$ cat config.mk
export PLATFORM = sky130hd
export DESIGN_NAME = two_src_mux_arbiter_flat
export DESIGN_NICKNAME = d
export VERILOG_FILES = /design/src/rtl/two_src_mux_arbiter_pkg.sv /design/src/rtl/two_src_mux_arbiter_if.sv /design/src/rtl/two_src_mux_arbiter_stream_out_reg.sv /design/src/rtl/two_src_mux_arbiter.sv /design/src/flat_wrapper.sv
export SDC_FILE = /design/constraint.sdc
export NUM_CORES = 1
export LEC_CHECK = 0
export BUFFER_PORTS_ARGS = -buffer_cell sky130_fd_sc_hd__buf_4
export CAP_MARGIN = 5
export CORE_MARGIN = 3
export CORE_UTILIZATION = 40
export DETAILED_ROUTE_END_ITERATION = 10
export PLACE_DENSITY = 0.78
export SYNTH_ARGS = -nofsm -noshare
export SYNTH_HDL_FRONTEND = slang
export SYNTH_SLANG_ARGS = --single-unit
$ cat constraint.sdc
create_clock -name CLK -period 3.16 [get_ports CLK]
set_input_delay 0.79 -clock CLK [delete_from_list [all_inputs] [get_ports CLK]]
set_output_delay 0.79 -clock CLK [all_outputs]
set_load 0.05 [all_outputs]
$ cat src/rtl/two_src_mux_arbiter_pkg.sv
// Shared types and constants for the two-source round-robin, packet-locked arbiter.
package mux_arb_pkg;

  typedef enum logic [1:0] {
    IDLE   = 2'd0,
    LOCK_A = 2'd1,
    LOCK_B = 2'd2
  } state_t;

  // Source encoding doubles as the 2:1 mux select value.
  localparam logic SRC_A = 1'b0;
  localparam logic SRC_B = 1'b1;

endpackage

$ cat src/rtl/two_src_mux_arbiter_if.sv
// Stream bundle for the arbiter: sources A and B in, registered Z out,
// plus the source tag S and the optional beat counters.
interface two_src_mux_arbiter_if #(
  parameter int WIDTH     = 8,
  parameter int CNT_WIDTH = 16
);
  logic             A_VALID;
  logic [WIDTH-1:0] A_DATA;
  logic             A_LAST;
  logic             A_READY;
  logic             B_VALID;
  logic [WIDTH-1:0] B_DATA;
  logic             B_LAST;
  logic             B_READY;
  logic             Z_VALID;
  logic [WIDTH-1:0] Z_DATA;
  logic             Z_LAST;
  logic             Z_READY;
  logic             S;
  logic [CNT_WIDTH-1:0] CNT_A;
  logic [CNT_WIDTH-1:0] CNT_B;

  modport slave (
    input  A_VALID, A_DATA, A_LAST,
    output A_READY,
    input  B_VALID, B_DATA, B_LAST,
    output B_READY,
    output Z_VALID, Z_DATA, Z_LAST, S,
    input  Z_READY,
    output CNT_A, CNT_B
  );

  modport master (
    output A_VALID, A_DATA, A_LAST,
    input  A_READY,
    output B_VALID, B_DATA, B_LAST,
    input  B_READY,
    input  Z_VALID, Z_DATA, Z_LAST, S,
    output Z_READY,
    input  CNT_A, CNT_B
  );

endinterface

$ cat src/rtl/two_src_mux_arbiter_stream_out_reg.sv
// One-entry output register: loads an accepted beat, clears valid when drained.
module stream_out_reg #(
  parameter int WIDTH = 8
) (
  input  logic             clk,
  input  logic             rst_n,
  input  logic             load,
  input  logic             drain,
  input  logic [WIDTH-1:0] data_in,
  input  logic             last_in,
  input  logic             src_in,
  output logic             vld_p1,
  output logic [WIDTH-1:0] data_p1,
  output logic             last_p1,
  output logic             src_p1
);

  // Load wins over drain so a simultaneous drain+accept keeps valid high.
  always_ff @(posedge clk) begin
    if (!rst_n) begin
      vld_p1  <= 1'b0;
      data_p1 <= '0;
      last_p1 <= 1'b0;
      src_p1  <= 1'b0;
    end else if (load) begin
      vld_p1  <= 1'b1;
      data_p1 <= data_in;
      last_p1 <= last_in;
      src_p1  <= src_in;
    end else if (drain) begin
      vld_p1  <= 1'b0;
    end
  end

endmodule

$ cat src/rtl/two_src_mux_arbiter.sv
// Round-robin, packet-locked 2:1 stream arbiter with a registered output.
// Optional feature: define MUX_ARB_STATS_EN to build saturating per-source
// beat counters on CNT_A/CNT_B; otherwise both are tied to zero.
module two_src_mux_arbiter
  import mux_arb_pkg::*;
#(
  parameter int WIDTH     = 8,
  parameter int CNT_WIDTH = 16
) (
  input logic              CLK,
  input logic              RST_N,
  two_src_mux_arbiter_if.slave bus
);

  state_t           state_q, state_d;
  logic             last_gnt_q, last_gnt_d;
  logic             gnt_vld, gnt_src;
  logic             sel_valid, sel_last;
  logic [WIDTH-1:0] sel_data;
  logic             out_free, accept;
  logic             z_vld_p1, z_last_p1, z_src_p1;
  logic [WIDTH-1:0] z_data_p1;

  // State register; reset leaves last_gnt at B so A wins the first tie.
  always_ff @(posedge CLK) begin
    if (!RST_N) begin
      state_q    <= IDLE;
      last_gnt_q <= SRC_B;
    end else begin
      state_q    <= state_d;
      last_gnt_q <= last_gnt_d;
    end
  end

  // Grant selection, source mux, readies and next-state.
  always_comb begin
    gnt_vld    = 1'b0;
    gnt_src    = SRC_A;
    state_d    = state_q;
    last_gnt_d = last_gnt_q;
    unique case (state_q)
      LOCK_A: begin
        gnt_vld = 1'b1;
        gnt_src = SRC_A;
      end
      LOCK_B: begin
        gnt_vld = 1'b1;
        gnt_src = SRC_B;
      end
      default: begin
        if (bus.A_VALID && (!bus.B_VALID || last_gnt_q == SRC_B)) begin
          gnt_vld = 1'b1;
          gnt_src = SRC_A;
        end else if (bus.B_VALID) begin
          gnt_vld = 1'b1;
          gnt_src = SRC_B;
        end
      end
    endcase

    sel_valid = (gnt_src == SRC_B) ? bus.B_VALID : bus.A_VALID;
    sel_data  = (gnt_src == SRC_B) ? bus.B_DATA  : bus.A_DATA;
    sel_last  = (gnt_src == SRC_B) ? bus.B_LAST  : bus.A_LAST;
    out_free  = !z_vld_p1 || bus.Z_READY;
    accept    = RST_N && gnt_vld && sel_valid && out_free;

    if (accept) begin
      last_gnt_d = gnt_src;
      if (sel_last)
        state_d = IDLE;
      else
        state_d = (gnt_src == SRC_B) ? LOCK_B : LOCK_A;
    end
  end

  assign bus.A_READY = RST_N && gnt_vld && (gnt_src == SRC_A) && out_free;
  assign bus.B_READY = RST_N && gnt_vld && (gnt_src == SRC_B) && out_free;

  // ---- stage p1: registered output beat ----
  stream_out_reg #(.WIDTH(WIDTH)) u_out (
    .clk     (CLK),
    .rst_n   (RST_N),
    .load    (accept),
    .drain   (bus.Z_READY),
    .data_in (sel_data),
    .last_in (sel_last),
    .src_in  (gnt_src),
    .vld_p1  (z_vld_p1),
    .data_p1 (z_data_p1),
    .last_p1 (z_last_p1),
    .src_p1  (z_src_p1)
  );

  assign bus.Z_VALID = z_vld_p1;
  assign bus.Z_DATA  = z_data_p1;
  assign bus.Z_LAST  = z_last_p1;
  assign bus.S       = z_src_p1;

`ifdef MUX_ARB_STATS_EN
  logic [CNT_WIDTH-1:0] cnt_a_q, cnt_b_q;

  function automatic logic [CNT_WIDTH-1:0] sat_inc(input logic [CNT_WIDTH-1:0] v);
    return (&v) ? v : v + CNT_WIDTH'(1);
  endfunction

  // Per-source accepted-beat counters, saturating at all-ones.
  always_ff @(posedge CLK) begin
    if (!RST_N) begin
      cnt_a_q <= '0;
      cnt_b_q <= '0;
    end else if (accept) begin
      if (gnt_src == SRC_A) cnt_a_q <= sat_inc(cnt_a_q);
      else                  cnt_b_q <= sat_inc(cnt_b_q);
    end
  end

  assign bus.CNT_A = cnt_a_q;
  assign bus.CNT_B = cnt_b_q;
`else
  assign bus.CNT_A = '0;
  assign bus.CNT_B = '0;
`endif

endmodule

$ cat src/flat_wrapper.sv
// flat-port wrapper written by rule: the top's interface ports become plain ports
module two_src_mux_arbiter_flat import mux_arb_pkg::*;
#(
  parameter int WIDTH     = 8,
  parameter int CNT_WIDTH = 16
)
  (CLK, RST_N, bus_A_VALID, bus_A_DATA, bus_A_LAST, bus_A_READY, bus_B_VALID, bus_B_DATA, bus_B_LAST, bus_B_READY, bus_Z_VALID, bus_Z_DATA, bus_Z_LAST, bus_S, bus_Z_READY, bus_CNT_A, bus_CNT_B);
  two_src_mux_arbiter_if #(.WIDTH(WIDTH), .CNT_WIDTH(CNT_WIDTH)) bus_i ();
  input logic CLK;
  input logic RST_N;
  input wire logic [$bits(bus_i.A_VALID)-1:0] bus_A_VALID;
  input wire logic [$bits(bus_i.A_DATA)-1:0] bus_A_DATA;
  input wire logic [$bits(bus_i.A_LAST)-1:0] bus_A_LAST;
  output wire logic [$bits(bus_i.A_READY)-1:0] bus_A_READY;
  input wire logic [$bits(bus_i.B_VALID)-1:0] bus_B_VALID;
  input wire logic [$bits(bus_i.B_DATA)-1:0] bus_B_DATA;
  input wire logic [$bits(bus_i.B_LAST)-1:0] bus_B_LAST;
  output wire logic [$bits(bus_i.B_READY)-1:0] bus_B_READY;
  output wire logic [$bits(bus_i.Z_VALID)-1:0] bus_Z_VALID;
  output wire logic [$bits(bus_i.Z_DATA)-1:0] bus_Z_DATA;
  output wire logic [$bits(bus_i.Z_LAST)-1:0] bus_Z_LAST;
  output wire logic [$bits(bus_i.S)-1:0] bus_S;
  input wire logic [$bits(bus_i.Z_READY)-1:0] bus_Z_READY;
  output wire logic [$bits(bus_i.CNT_A)-1:0] bus_CNT_A;
  output wire logic [$bits(bus_i.CNT_B)-1:0] bus_CNT_B;
  assign bus_i.A_VALID = bus_A_VALID;
  assign bus_i.A_DATA = bus_A_DATA;
  assign bus_i.A_LAST = bus_A_LAST;
  assign bus_A_READY = bus_i.A_READY;
  assign bus_i.B_VALID = bus_B_VALID;
  assign bus_i.B_DATA = bus_B_DATA;
  assign bus_i.B_LAST = bus_B_LAST;
  assign bus_B_READY = bus_i.B_READY;
  assign bus_Z_VALID = bus_i.Z_VALID;
  assign bus_Z_DATA = bus_i.Z_DATA;
  assign bus_Z_LAST = bus_i.Z_LAST;
  assign bus_S = bus_i.S;
  assign bus_i.Z_READY = bus_Z_READY;
  assign bus_CNT_A = bus_i.CNT_A;
  assign bus_CNT_B = bus_i.CNT_B;
  two_src_mux_arbiter #(.WIDTH(WIDTH), .CNT_WIDTH(CNT_WIDTH)) u_core (.CLK(CLK), .RST_N(RST_N), .bus(bus_i));
endmodule
---- Yosys cells after proc, flatten, opt, wreduce, memory -nomap -nowiden ----
Cells that the tools add are included.
Widths: inputs -> output; s select.
word-level totals
  word-level logic and storage cells ...... 35
  bits in registers ....................... 14
  input bits .............................. 23
  output and inout port bits .............. 45
cells by class
  muxes and demuxes ....................... 12
  equal/unequal tests ..................... 2
  reduce and logical (&&, ||, !) cells .... 14
  bitwise logic cells ..................... 1
operators with widths
  cell                number
  $logic_and 1x1->1   8
  $mux 1              8
  $mux 8              1
  $mux 2              2
  $eq 2x1->1 const B  1
  $eq 2x2->1 const B  1
  $logic_not 1->1     2
  $logic_or 1x1->1    2
  $pmux 1 s2          1
  $reduce_bool 2->1   1
  $reduce_or 2->1     1
  $not 1->1           1

---- Logic depth before layout (Yosys ltp) ----
Gate-level depths: netlist of run 1.
  depth in word-level cells ............... 9
  depth in mapped cells ................... 7
  mapped depth without buffers ............ 6

---- Hierarchy ----
From an unflattened synthesis of run 1, not the netlist that was laid out.
unflattened totals
  cells, all modules ...................... 105
  area total of the unflattened synthesis .. 1004.7 um^2
modules (own cells, without submodules)
  module               area each (um^2)  cells each  times used  seq. area each (um^2)
  two_src_mux_arbiter  593.1             70          1           60.1
  stream_out_reg       411.6             35          1           220.2

---- Worst setup path before layout of run 1 ----
Ideal clock, no wire load.
  kind .................................... input port to output port
  start point ............................. input bus_B_VALID
  end point ............................... output bus_B_READY
  arrival ................................. 2.428 ns
  stages .................................. 4
  path buffers ............................ 1
  slack ................................... -0.058 ns
  required time ........................... 2.370 ns
  cell sequence ........................... a21boi_0 a21oi_1 buf_4 a211oi_1
between the ends
  cells in the longest elaborated chain, start to end .. 8
  elaborated cells between the ends (all ways) .. 11
  classes of those cells .................. mux: 5; reduce/logical: 6
RTL lines
  what                                 line                       source
  start, declared                      flat_wrapper.sv:15         input wire logic [$bits(bus_i.B_VALID)-1:0] bus_B_VALID;
  $logic_not 1->1                      two_src_mux_arbiter.sv:51  if (bus.A_VALID && (!bus.B_VALID || last_gnt_q == SRC_B)) begin
  $logic_or 1x1->1                     two_src_mux_arbiter.sv:51
  $logic_and 1x1->1                    two_src_mux_arbiter.sv:51
  $mux 1                               two_src_mux_arbiter.sv:51
  $mux 1                               two_src_mux_arbiter.sv:41  unique case (state_q)
  $logic_and 1x1->1                    two_src_mux_arbiter.sv:77  assign bus.B_READY = RST_N && gnt_vld && (gnt_src == SRC_B) && out_free;
  $logic_and 1x1->1 (*) (2 in series)  two_src_mux_arbiter.sv:77
  end, declared                        flat_wrapper.sv:18         output wire logic [$bits(bus_i.B_READY)-1:0] bus_B_READY;
Mark *: on every way between the ends. The rest lies on a longest branch, timed or not.

---- Final worst setup path of run 1 ----
  start point ............................. register u_core.state_q[0]
  end point ............................... output bus_A_READY
between the ends
  cells in the longest elaborated chain, start to end .. 6
  elaborated cells between the ends (all ways) .. 9
  classes of those cells .................. eq/ne: 2; mux: 2; bitwise: 1; reduce/logical: 4
RTL lines
  what                                      line                       source
  start, declared                           two_src_mux_arbiter.sv:15  state_t state_q, state_d;
  start signal, assigned                    two_src_mux_arbiter.sv:30  state_q <= state_d;
  $eq 2x1->1 or $eq 2x2->1 (tied branches)  two_src_mux_arbiter.sv:41
  $reduce_or 2->1 (no line)                 --
  $mux 1                                    two_src_mux_arbiter.sv:41
  $logic_and 1x1->1                         two_src_mux_arbiter.sv:76  assign bus.A_READY = RST_N && gnt_vld && (gnt_src == SRC_A) && out_free;
  $logic_and 1x1->1 (*) (2 in series)       two_src_mux_arbiter.sv:76
  end, declared                             flat_wrapper.sv:14         output wire logic [$bits(bus_i.A_READY)-1:0] bus_A_READY;
Marks and branches as above.

==> results of run 1 <==
-- worst paths after layout --
check        cells after the start  slack, ps                      startpoint                                end
min reg2reg                      2        490  u_core.state_q[1]$_SDFFE_PN0P_     u_core.state_q[1]$_SDFFE_PN0P_
min                              2        490  u_core.state_q[1]$_SDFFE_PN0P_     u_core.state_q[1]$_SDFFE_PN0P_
max                              6        470  u_core.state_q[0]$_SDFFE_PN0P_                        bus_A_READY
max reg2reg                      6       1460  u_core.state_q[0]$_SDFFE_PN0P_  u_core.u_out.last_p1$_SDFFE_PN0P_
-- logic make-up (layout without fill, tap and decap cells) --
logic type	count (synthesis)	in the layout	share of synthesized area
buffers and inverters	39	42	0.318
AO/OA/AOI/OAI	31	31	0.204
adder cells (fa/ha/maj)	1	1	0.0136
multiplexers	1	1	0.0163
AND/OR/NAND/NOR	29	29	0.140
flip-flops	14	14	0.304
other	1	32	0.00407
-- worst reg2reg max path, cell delays in order, from the launching register on --
cell and delay, ps:
dfxtp_1 350, inv_1 50, ha_1 220, mux2_4 310
o2111a_2 390, o21ai_0 210, a31oi_1 60
-- layer usage --
layer,global-route usage,vias up
met1,0.149,315
li1,-,396
met4,0.0498,0
met3,0.0305,2
met2,0.214,39
met5,0,-
-- Yosys cell counts (all sizes together) --
cell	count
nor2b	1
or2b	1
a21o	1
ha	1
clkbuf	1
buf	36
dfxtp	14
o21ai	13
conb	1
mux2	1
o2111a	1
or2	1
a21boi	1
a21oi	4
a31oi	9
nor3	2
nor2	3
nand3b	2
a211oi	2
nand2	19
inv	2
-- layout by cell type (no fill, tap or decap) --
cell type / netlist / final
a211oi_2: 0 / 2
a21boi_0: 1 / 1
a21o_1: 1 / 1
a21oi_1: 4 / 4
a31oi_1: 9 / 9
buf_4: 33 / 36
clkbuf_4: 0 / 3
clkbuf_8: 0 / 1
conb_1: 1 / 32
dfxtp_1: 14 / 14
ha_1: 1 / 1
inv_1: 2 / 2
mux2_4: 1 / 1
nand2_1: 19 / 19
nand3b_1: 2 / 2
nor2_1: 3 / 3
nor2b_1: 1 / 1
nor3_1: 2 / 2
o2111a_2: 1 / 1
o21ai_0: 5 / 5
o21ai_1: 7 / 7
o21ai_2: 1 / 1
or2_2: 1 / 1
or2b_2: 1 / 1
-- flip-flops by register name (all words and copies together), names as in the netlist --
signal	count
u_core.state_q	2
u_core.u_out.vld_p1	1
u_core.u_out.src_p1	1
u_core.u_out.last_p1	1
u_core.last_gnt_q	1
u_core.u_out.data_p1	8
-- final cells by class --
class,instances,area (µm²)
Sequential cell,14,280
Clock buffer,4,36.3
Multi-Input combinational cell,94,474
Fill cell,228,960
Timing Repair Buffer,36,270
Inverter,2,7.51
Tap cell,27,33.8
-- power groups by stage --
stage | registers, mW | logic [mW] | clock network, mW
after floorplan | 0.247 | 0.176 | 0
after global placement | 0.203 | 0.236 | 0
after detailed placement | 0.204 | 0.238 | 0
after CTS | 0.200 | 0.238 | 0.133
after global routing | 0.201 | 0.252 | 0.140
final | 0.199 | 0.238 | 0.128
-- per-stage QoR --
| step | total power [mW] | utilization | instance area [µm²] |
|---|---|---|---|
| floorplan | 0.423 | - | 1050 |
| global placement | 0.439 | 0.517 | 1070 |
| detailed placement | 0.441 | 0.517 | 1070 |
| CTS | 0.570 | 0.535 | 1100 |
| global route | 0.593 | 0.535 | 1100 |
| finish | 0.565 | 0.535 | 1100 |
==> flow_metrics.tcl, run 1 <==
set metrics [dict create \
    crit_type "flop to output port" \
    crit_family "compound AO/OA/AOI/OAI gates" \
    ir_worst_vdd_mv 0.261 \
    wl_met3_um 207 \
    core_um2 2060 \
    port_buffers 35 \
    antenna_found_initial 0 \
    setup_viol 0 \
    maxCapViolCount 0 \
    cts.clk_slew.worst_paths_ps 90 \
    hp-class "flop to flop" \
    cts_tree "done" \
    critPathMaxStageDelay_ps 400 \
    boundaryPins 68 \
    cp.arrival_ps 1900 \
    seqPwrFrac 0.353 \
    overflow 0 \
    drt-pass1-iter-count 2 \
    die_y_um 54.0 \
    netlist_instances 116 \
    hold_viol_final 0 \
    cts_hold_buf 0 \
    m1WireLength_um 797 \
    vias_per_cell 4.25 \
    root_buffer "clkbuf_4" \
    holdWs_ps 491 \
    cts_resized 0 \
    detail-route-antenna-nets 0 \
    die_w_um 54.0 \
    core.rowCount 16 \
    worstSkewPairLatency_ps 270 \
    fp.dieArea_um2 2910 \
    cts_buffers 3 \
    pwr-share-clk 0.226 \
    syn_avg_cell_area_um2 7.94 \
    p_per_area_nw_per_um2 513 \
    stdcell_count 177 \
    grt.total_usage 0.125 \
    fin_crit_sh 0.850 \
    startpoint_type "flop" \
    endpoint_kind "output port" \
    fin_crit_ps 2690 \
    synth-seq-area-share 0.304 \
    cp_slowest_cell "ha_1" \
    h-tree-depth 1 \
    p_sw_uw 246 \
    highest_layer "met4" \
    wire_per_inst_um 10.7 \
    routed_wl_um 1890 \
    setup_ws_ps 473 \
    vias 752 \
    routabilityCongestion 0.720 \
    place_inst 173 \
    pre_cts_slack_ps 547 \
    rsz0062_at_grt "false" \
    diodes 0 \
    initial_core_util 0.447 \
    cts_buffer_depth 2 \
    route.detailed.drc 0 \
    p_int_uw 319 \
    clock_skew_ps 0.975 \
    synth_top_area_share 0.304 \
    drive_above_1_share 0.313 \
    slew_viol_final 0 \
    path_cells "inv_1 -> ha_1 -> nor2b_1 -> a21o_1 -> a211oi_2 -> buf_4" \
    ys_seq_elements 14 \
    ys_warn_count 0 \
    status "finished, final reports clean" \
    required_ps 2370 \
    fin_tns_setup_ps 0 \
    p_leak_nw 0.547 \
    cts.sink_count 14 \
    synth.distinct_cells 24 \
    synth_area_leader_cell "dfxtp_1" \
    comb_power_share 0.421 \
    netlist_area_um2 921 \
    fmax_ghz 0.372 \
    postCtsSetupBuffers 0 \
    crit_buf_inv 2 \
    switching_share 0.435 \
    hpwl_um 1500 \
    grt_pass1_vias 642 \
    dr.first_iter.drc_count 8 \
    nNetsFinal 175 \
    synthToLayoutAreaGrowth_pct 19.7 \
    wl_met2_um 876 \
    path_max_fanout 12 \
    synth_area_leaders "dfxtp_1, buf_4, nand2_1" \
    grt_max_degree 23 \
    grt_pass1_wl_um 2680 \
]
No activity file was read; power rests on OpenSTA's default activity.
==> inputs of run 2 (changes only) <==
==> constraint.sdc (replaced) <==
create_clock -name CLK -period 2.91 [get_ports CLK]
set_input_delay 0.7275 -clock CLK [delete_from_list [all_inputs] [get_ports CLK]]
set_output_delay 0.7275 -clock CLK [all_outputs]
set_load 0.05 [all_outputs]
==> run 2 against run 1 <==
Effect of this change:
- die area did not move
- first-iteration DRC count fell by 13%
- setup slack got worse by 170 ps
==> flow_metrics.tcl, run 2 (synthesized netlist as in run 1, its figures left out) <==
set metrics [dict create \
    endpoint_kind "output port" \
    wire_per_inst_um 10.6 \
    setup_viol 0 \
    cts.sink_count 14 \
    hpwl_um 1480 \
    design_area_um2 1100 \
    boundaryPins 68 \
    core_um2 2060 \
    postCtsSetupBuffers 0 \
    grt_pass1_vias 607 \
    route.detailed.drc 0 \
    fp.dieArea_um2 2910 \
    cts_hold_buf 0 \
    cp_slowest_cell "ha_1" \
    startpoint_type "flop" \
    path_cells "inv_1 -> ha_1 -> nor2b_1 -> a21o_1 -> a211oi_2 -> buf_4" \
    hp-class "flop to flop" \
    fmax_ghz 0.384 \
    largestRegisters "u_core.u_out.data_p1: 8 flops, u_core.state_q: 2 flops" \
    rsz0062_at_grt "false" \
    critPathMaxStageDelay_ps 410 \
    seqPwrFrac 0.353 \
    diodes 0 \
    cts_tree "done" \
    port_buffers 35 \
    vias_per_cell 4.27 \
    mostFrequentLayoutCells "buf_4, conb_1, nand2_1, dfxtp_1, a31oi_1" \
    ir_worst_vdd_mv 0.288 \
    comb_power_share 0.423 \
    worstSkewPairLatency_ps 270 \
    core.rowCount 16 \
    h-tree-depth 1 \
    fin_util 0.535 \
    power_uw 612 \
    switching_share 0.434 \
    slew_viol_final 0 \
    fin_crit_sh 0.896 \
    cts_buffers 3 \
    drive_above_1_share 0.313 \
    overflow 0 \
    die_w_um 54.0 \
    crit_family "compound AO/OA/AOI/OAI gates" \
    cts.clk_slew.worst_paths_ps 90 \
    holdWs_ps 492 \
    p_sw_uw 265 \
    grt_max_degree 23 \
    antenna_found_initial 0 \
    cts_buffer_depth 2 \
    root_buffer "clkbuf_4" \
    fin_crit_ps 2610 \
    nNetsFinal 175 \
    required_ps 2180 \
    cp.arrival_ps 1880 \
    path_max_fanout 12 \
    crit_type "flop to output port" \
    routabilityCongestion 0.746 \
    drt-pass1-iter-count 4 \
    vias 756 \
    clock_skew_ps 3.17 \
    final_common_cell "buf_4" \
    detail-route-antenna-nets 0 \
    p_leak_nw 0.547 \
    routed_wl_um 1880 \
    dpl_cell_area_um2 1070 \
    largest_reg_flops 8 \
    p_int_uw 346 \
    fin_tns_setup_ps 0 \
    hold_viol_final 0 \
    initial_core_util 0.447 \
    synthToLayoutAreaGrowth_pct 19.7 \
    top_register "u_core.u_out.data_p1" \
    dr.first_iter.drc_count 7 \
    p_per_area_nw_per_um2 555 \
    crit_buf_inv 2 \
    grt_pass1_wl_um 2640 \
    grt.total_usage 0.126 \
    cts_resized 0 \
    maxCapViolCount 0 \
    status "finished, final reports clean" \
    pwr-share-clk 0.224 \
    die_y_um 54.0 \
]
[run 2: worst min-delay path: stages, from the launching register on]
cell,delay (ps)
dfxtp_1,320
o21ai_0,70
a21oi_1,60
[run 2: power by group through the flow]
stage	combinational, mW	sequential (mW)	clock (mW)
after floorplan	0.192	0.268	0
after global placement	0.256	0.220	0
after detailed placement	0.259	0.221	0
after CTS	0.259	0.216	0.143
after global routing	0.274	0.218	0.154
final	0.259	0.216	0.137
[run 2: stage by stage]
stage | std cells | setup slack [ps]
after detailed placement | 173 | 418
after global placement | 173 | 467
after CTS | 177 | 288
after floorplan | 147 | 305
final | 177 | 304
after global routing | 177 | 196
[run 2: per-layer routing]
layer / routed length, µm / vias to the layer above / share of wire / track usage
li1: - / 396 / - / -
met1: 765 / 317 / 0.41 / 0.146
met2: 881 / 41 / 0.47 / 0.204
met3: 219 / 2 / 0.12 / 0.0526
met4: 13 / 0 / 0.0069 / 0.0498
met5: 0 / - / 0 / 0
[run 2: cell type report]
cell class / count / area, µm²
clock buffers: 4 / 36.3
fillers: 217 / 960
inverters: 2 / 7.51
multi-input cells: 94 / 474
flip-flops and latches: 14 / 280
well taps: 27 / 33.8
repair buffers: 36 / 270
[run 2: final timing paths]
path,from,to,slack [ps],cells past startpoint
max,u_core.state_q[0]$_SDFFE_PN0P_,bus_A_READY,300,6
min reg2reg,u_core.state_q[0]$_SDFFE_PN0P_,u_core.state_q[0]$_SDFFE_PN0P_,490,2
min,u_core.state_q[0]$_SDFFE_PN0P_,u_core.state_q[0]$_SDFFE_PN0P_,490,2
max reg2reg,u_core.state_q[0]$_SDFFE_PN0P_,u_core.last_gnt_q$_SDFFE_PN1P_,1180,6
==> inputs of run 3 (changes only) <==
--- a/config.mk
+++ b/config.mk
@@ -8,9 +8,10 @@
 export BUFFER_PORTS_ARGS = -buffer_cell sky130_fd_sc_hd__buf_4
 export CAP_MARGIN = 5
 export CORE_MARGIN = 3
-export CORE_UTILIZATION = 40
+export CORE_UTILIZATION = 29
+export CTS_CLUSTER_SIZE = 28
 export DETAILED_ROUTE_END_ITERATION = 10
-export PLACE_DENSITY = 0.78
+export PLACE_DENSITY = 0.59
 export SYNTH_ARGS = -nofsm -noshare
 export SYNTH_HDL_FRONTEND = slang
 export SYNTH_SLANG_ARGS = --single-unit
==> run 3 against run 2 <==
Effect of this change:
- combinational power about the same
- largest power group unchanged
- first-iteration DRC count grew to 3.4 times the previous value
- setup slack lost 3.3 ps
==> flow_metrics.tcl, run 3 (synthesized netlist as in run 1, its figures left out) <==
set metrics [dict create \
    regArea_um2 280 \
    seqPwrFrac 0.368 \
    postCtsSetupBuffers 0 \
    p_int_uw 318 \
    critPathMaxStageDelay_ps 400 \
    routabilityCongestion 0.713 \
    path_max_fanout 12 \
    largestRegisters "u_core.u_out.data_p1: 8 flops, u_core.state_q: 2 flops" \
    required_ps 2180 \
    setup_viol 0 \
    m1WireLength_um 854 \
    path_cells "inv_1 -> ha_1 -> nor2b_1 -> a21o_1 -> a211oi_2 -> buf_4" \
    status "finished, final reports clean" \
    slew_viol_final 0 \
    grt.total_usage 0.0976 \
    ir_worst_vdd_mv 0.262 \
    vias_per_cell 4.10 \
    worstSkewPairLatency_ps 280 \
    holdWs_ps 492 \
    fin_crit_sh 0.897 \
    nNetsFinal 175 \
    design_area_um2 1110 \
    initial_core_util 0.318 \
    port_buffers 35 \
    cts.sink_count 14 \
    vias 783 \
    fp.dieArea_um2 3890 \
    diodes 0 \
    comb_power_share 0.442 \
    fin_tns_setup_ps 0 \
    hp-class "flop to flop" \
    route.detailed.drc 0 \
    fin_crit_ps 2610 \
    hold_viol_final 0 \
    hpwl_um 1560 \
    endpoint_kind "output port" \
    synthToLayoutAreaGrowth_pct 20.2 \
    rsz0062_at_grt "false" \
    wl_met3_um 220 \
    p_leak_nw 0.540 \
    cts.clk_slew.worst_paths_ps 90 \
    cts_resized 0 \
    routed_wl_um 1990 \
    pwr-share-clk 0.189 \
    switching_share 0.458 \
    core_um2 2900 \
    p_per_area_nw_per_um2 530 \
    grt_pass1_wl_um 3030 \
    cts_buffer_depth 2 \
    maxCapViolCount 0 \
    die_y_um 62.4 \
    nFillCells 320 \
    drive_above_1_share 0.309 \
    wire_per_inst_um 10.4 \
    grt_max_degree 23 \
    dr.first_iter.drc_count 24 \
    cp.arrival_ps 1880 \
    antenna_found_initial 0 \
    detail-route-antenna-nets 0 \
    largest_reg_flops 8 \
    boundaryPins 68 \
    cts_buffers 3 \
    highest_layer "met3" \
    overflow 0 \
    cts_tree "done" \
    p_sw_uw 269 \
    wl_met2_um 916 \
    dpl_cell_area_um2 1080 \
    crit_family "compound AO/OA/AOI/OAI gates" \
    core.rowCount 19 \
    clock_skew_ps 2.59 \
    startpoint_type "flop" \
    cts_hold_buf 0 \
    drt-pass1-iter-count 4 \
    crit_type "flop to output port" \
    fmax_ghz 0.383 \
    mostFrequentLayoutCells "buf_4, conb_1, nand2_1, dfxtp_1, a31oi_1" \
    grt_pass1_vias 691 \
    cp_slowest_cell "ha_1" \
    die_w_um 62.4 \
    h-tree-depth 1 \
    top_register "u_core.u_out.data_p1" \
    multi_input_area_um2 474 \
    crit_buf_inv 2 \
    root_buffer "clkbuf_4" \
    final_common_cell "buf_4" \
]
run 3: cell count changes in the layout (fill, tap and decap cells not counted):
| cell | change |
|---|---|
| clkbuf_8 | -1 |
run 3: worst reg2reg max path: cells and delay by family (launching register included):
kind / cells / cell delay, ps
AND/OR/NAND/NOR: 2 / 410
AO/OA/AOI/OAI: 2 / 410
adder cells (fa/ha/maj): 1 / 400
flip-flops: 1 / 330
buffers and inverters: 1 / 40
run 3: layout make-up:
cell class	instances	area share
inverter	2	0.00678
clock buffer	3	0.0203
tap	42	0.0475
multi-input combinational	94	0.428
timing repair buffer	36	0.244
sequential	14	0.253
run 3: path summary, 6_finish.rpt:
path | from | end | slack (ps) | cells past startpoint
setup / recovery | u_core.state_q[0]$_SDFFE_PN0P_ | bus_A_READY | 300 | 6
setup reg to reg | u_core.state_q[0]$_SDFFE_PN0P_ | u_core.last_gnt_q$_SDFFE_PN1P_ | 1200 | 6
hold reg to reg | u_core.state_q[0]$_SDFFE_PN0P_ | u_core.state_q[0]$_SDFFE_PN0P_ | 490 | 2
hold / removal | u_core.state_q[0]$_SDFFE_PN0P_ | u_core.state_q[0]$_SDFFE_PN0P_ | 490 | 2
run 3: power groups by stage:
stage	logic (mW)	registers (mW)	clock network, mW
3_5_place_dp	0.260	0.221	0
3_3_place_gp	0.258	0.221	0
5_1_grt	0.273	0.218	0.126
6_report	0.260	0.216	0.111
4_1_cts	0.260	0.216	0.117
2_1_floorplan	0.192	0.268	0
run 3: metal layers:
metal	vias to the layer above	global-route usage
li1	394	-
met1	341	0.112
met3	0	0.0523
met5	-	0
met2	48	0.163
met4	0	0.0165
run 3: stage by stage:
step / cells / setup slack [ps] / utilization / total power [mW]
after floorplan: 147 / 305 / - / 0.460
after global placement: 188 / 471 / 0.374 / 0.478
after detailed placement: 188 / 437 / 0.374 / 0.480
after CTS: 191 / 298 / 0.382 / 0.593
after global routing: 191 / 167 / 0.382 / 0.617
final: 191 / 300 / 0.382 / 0.587
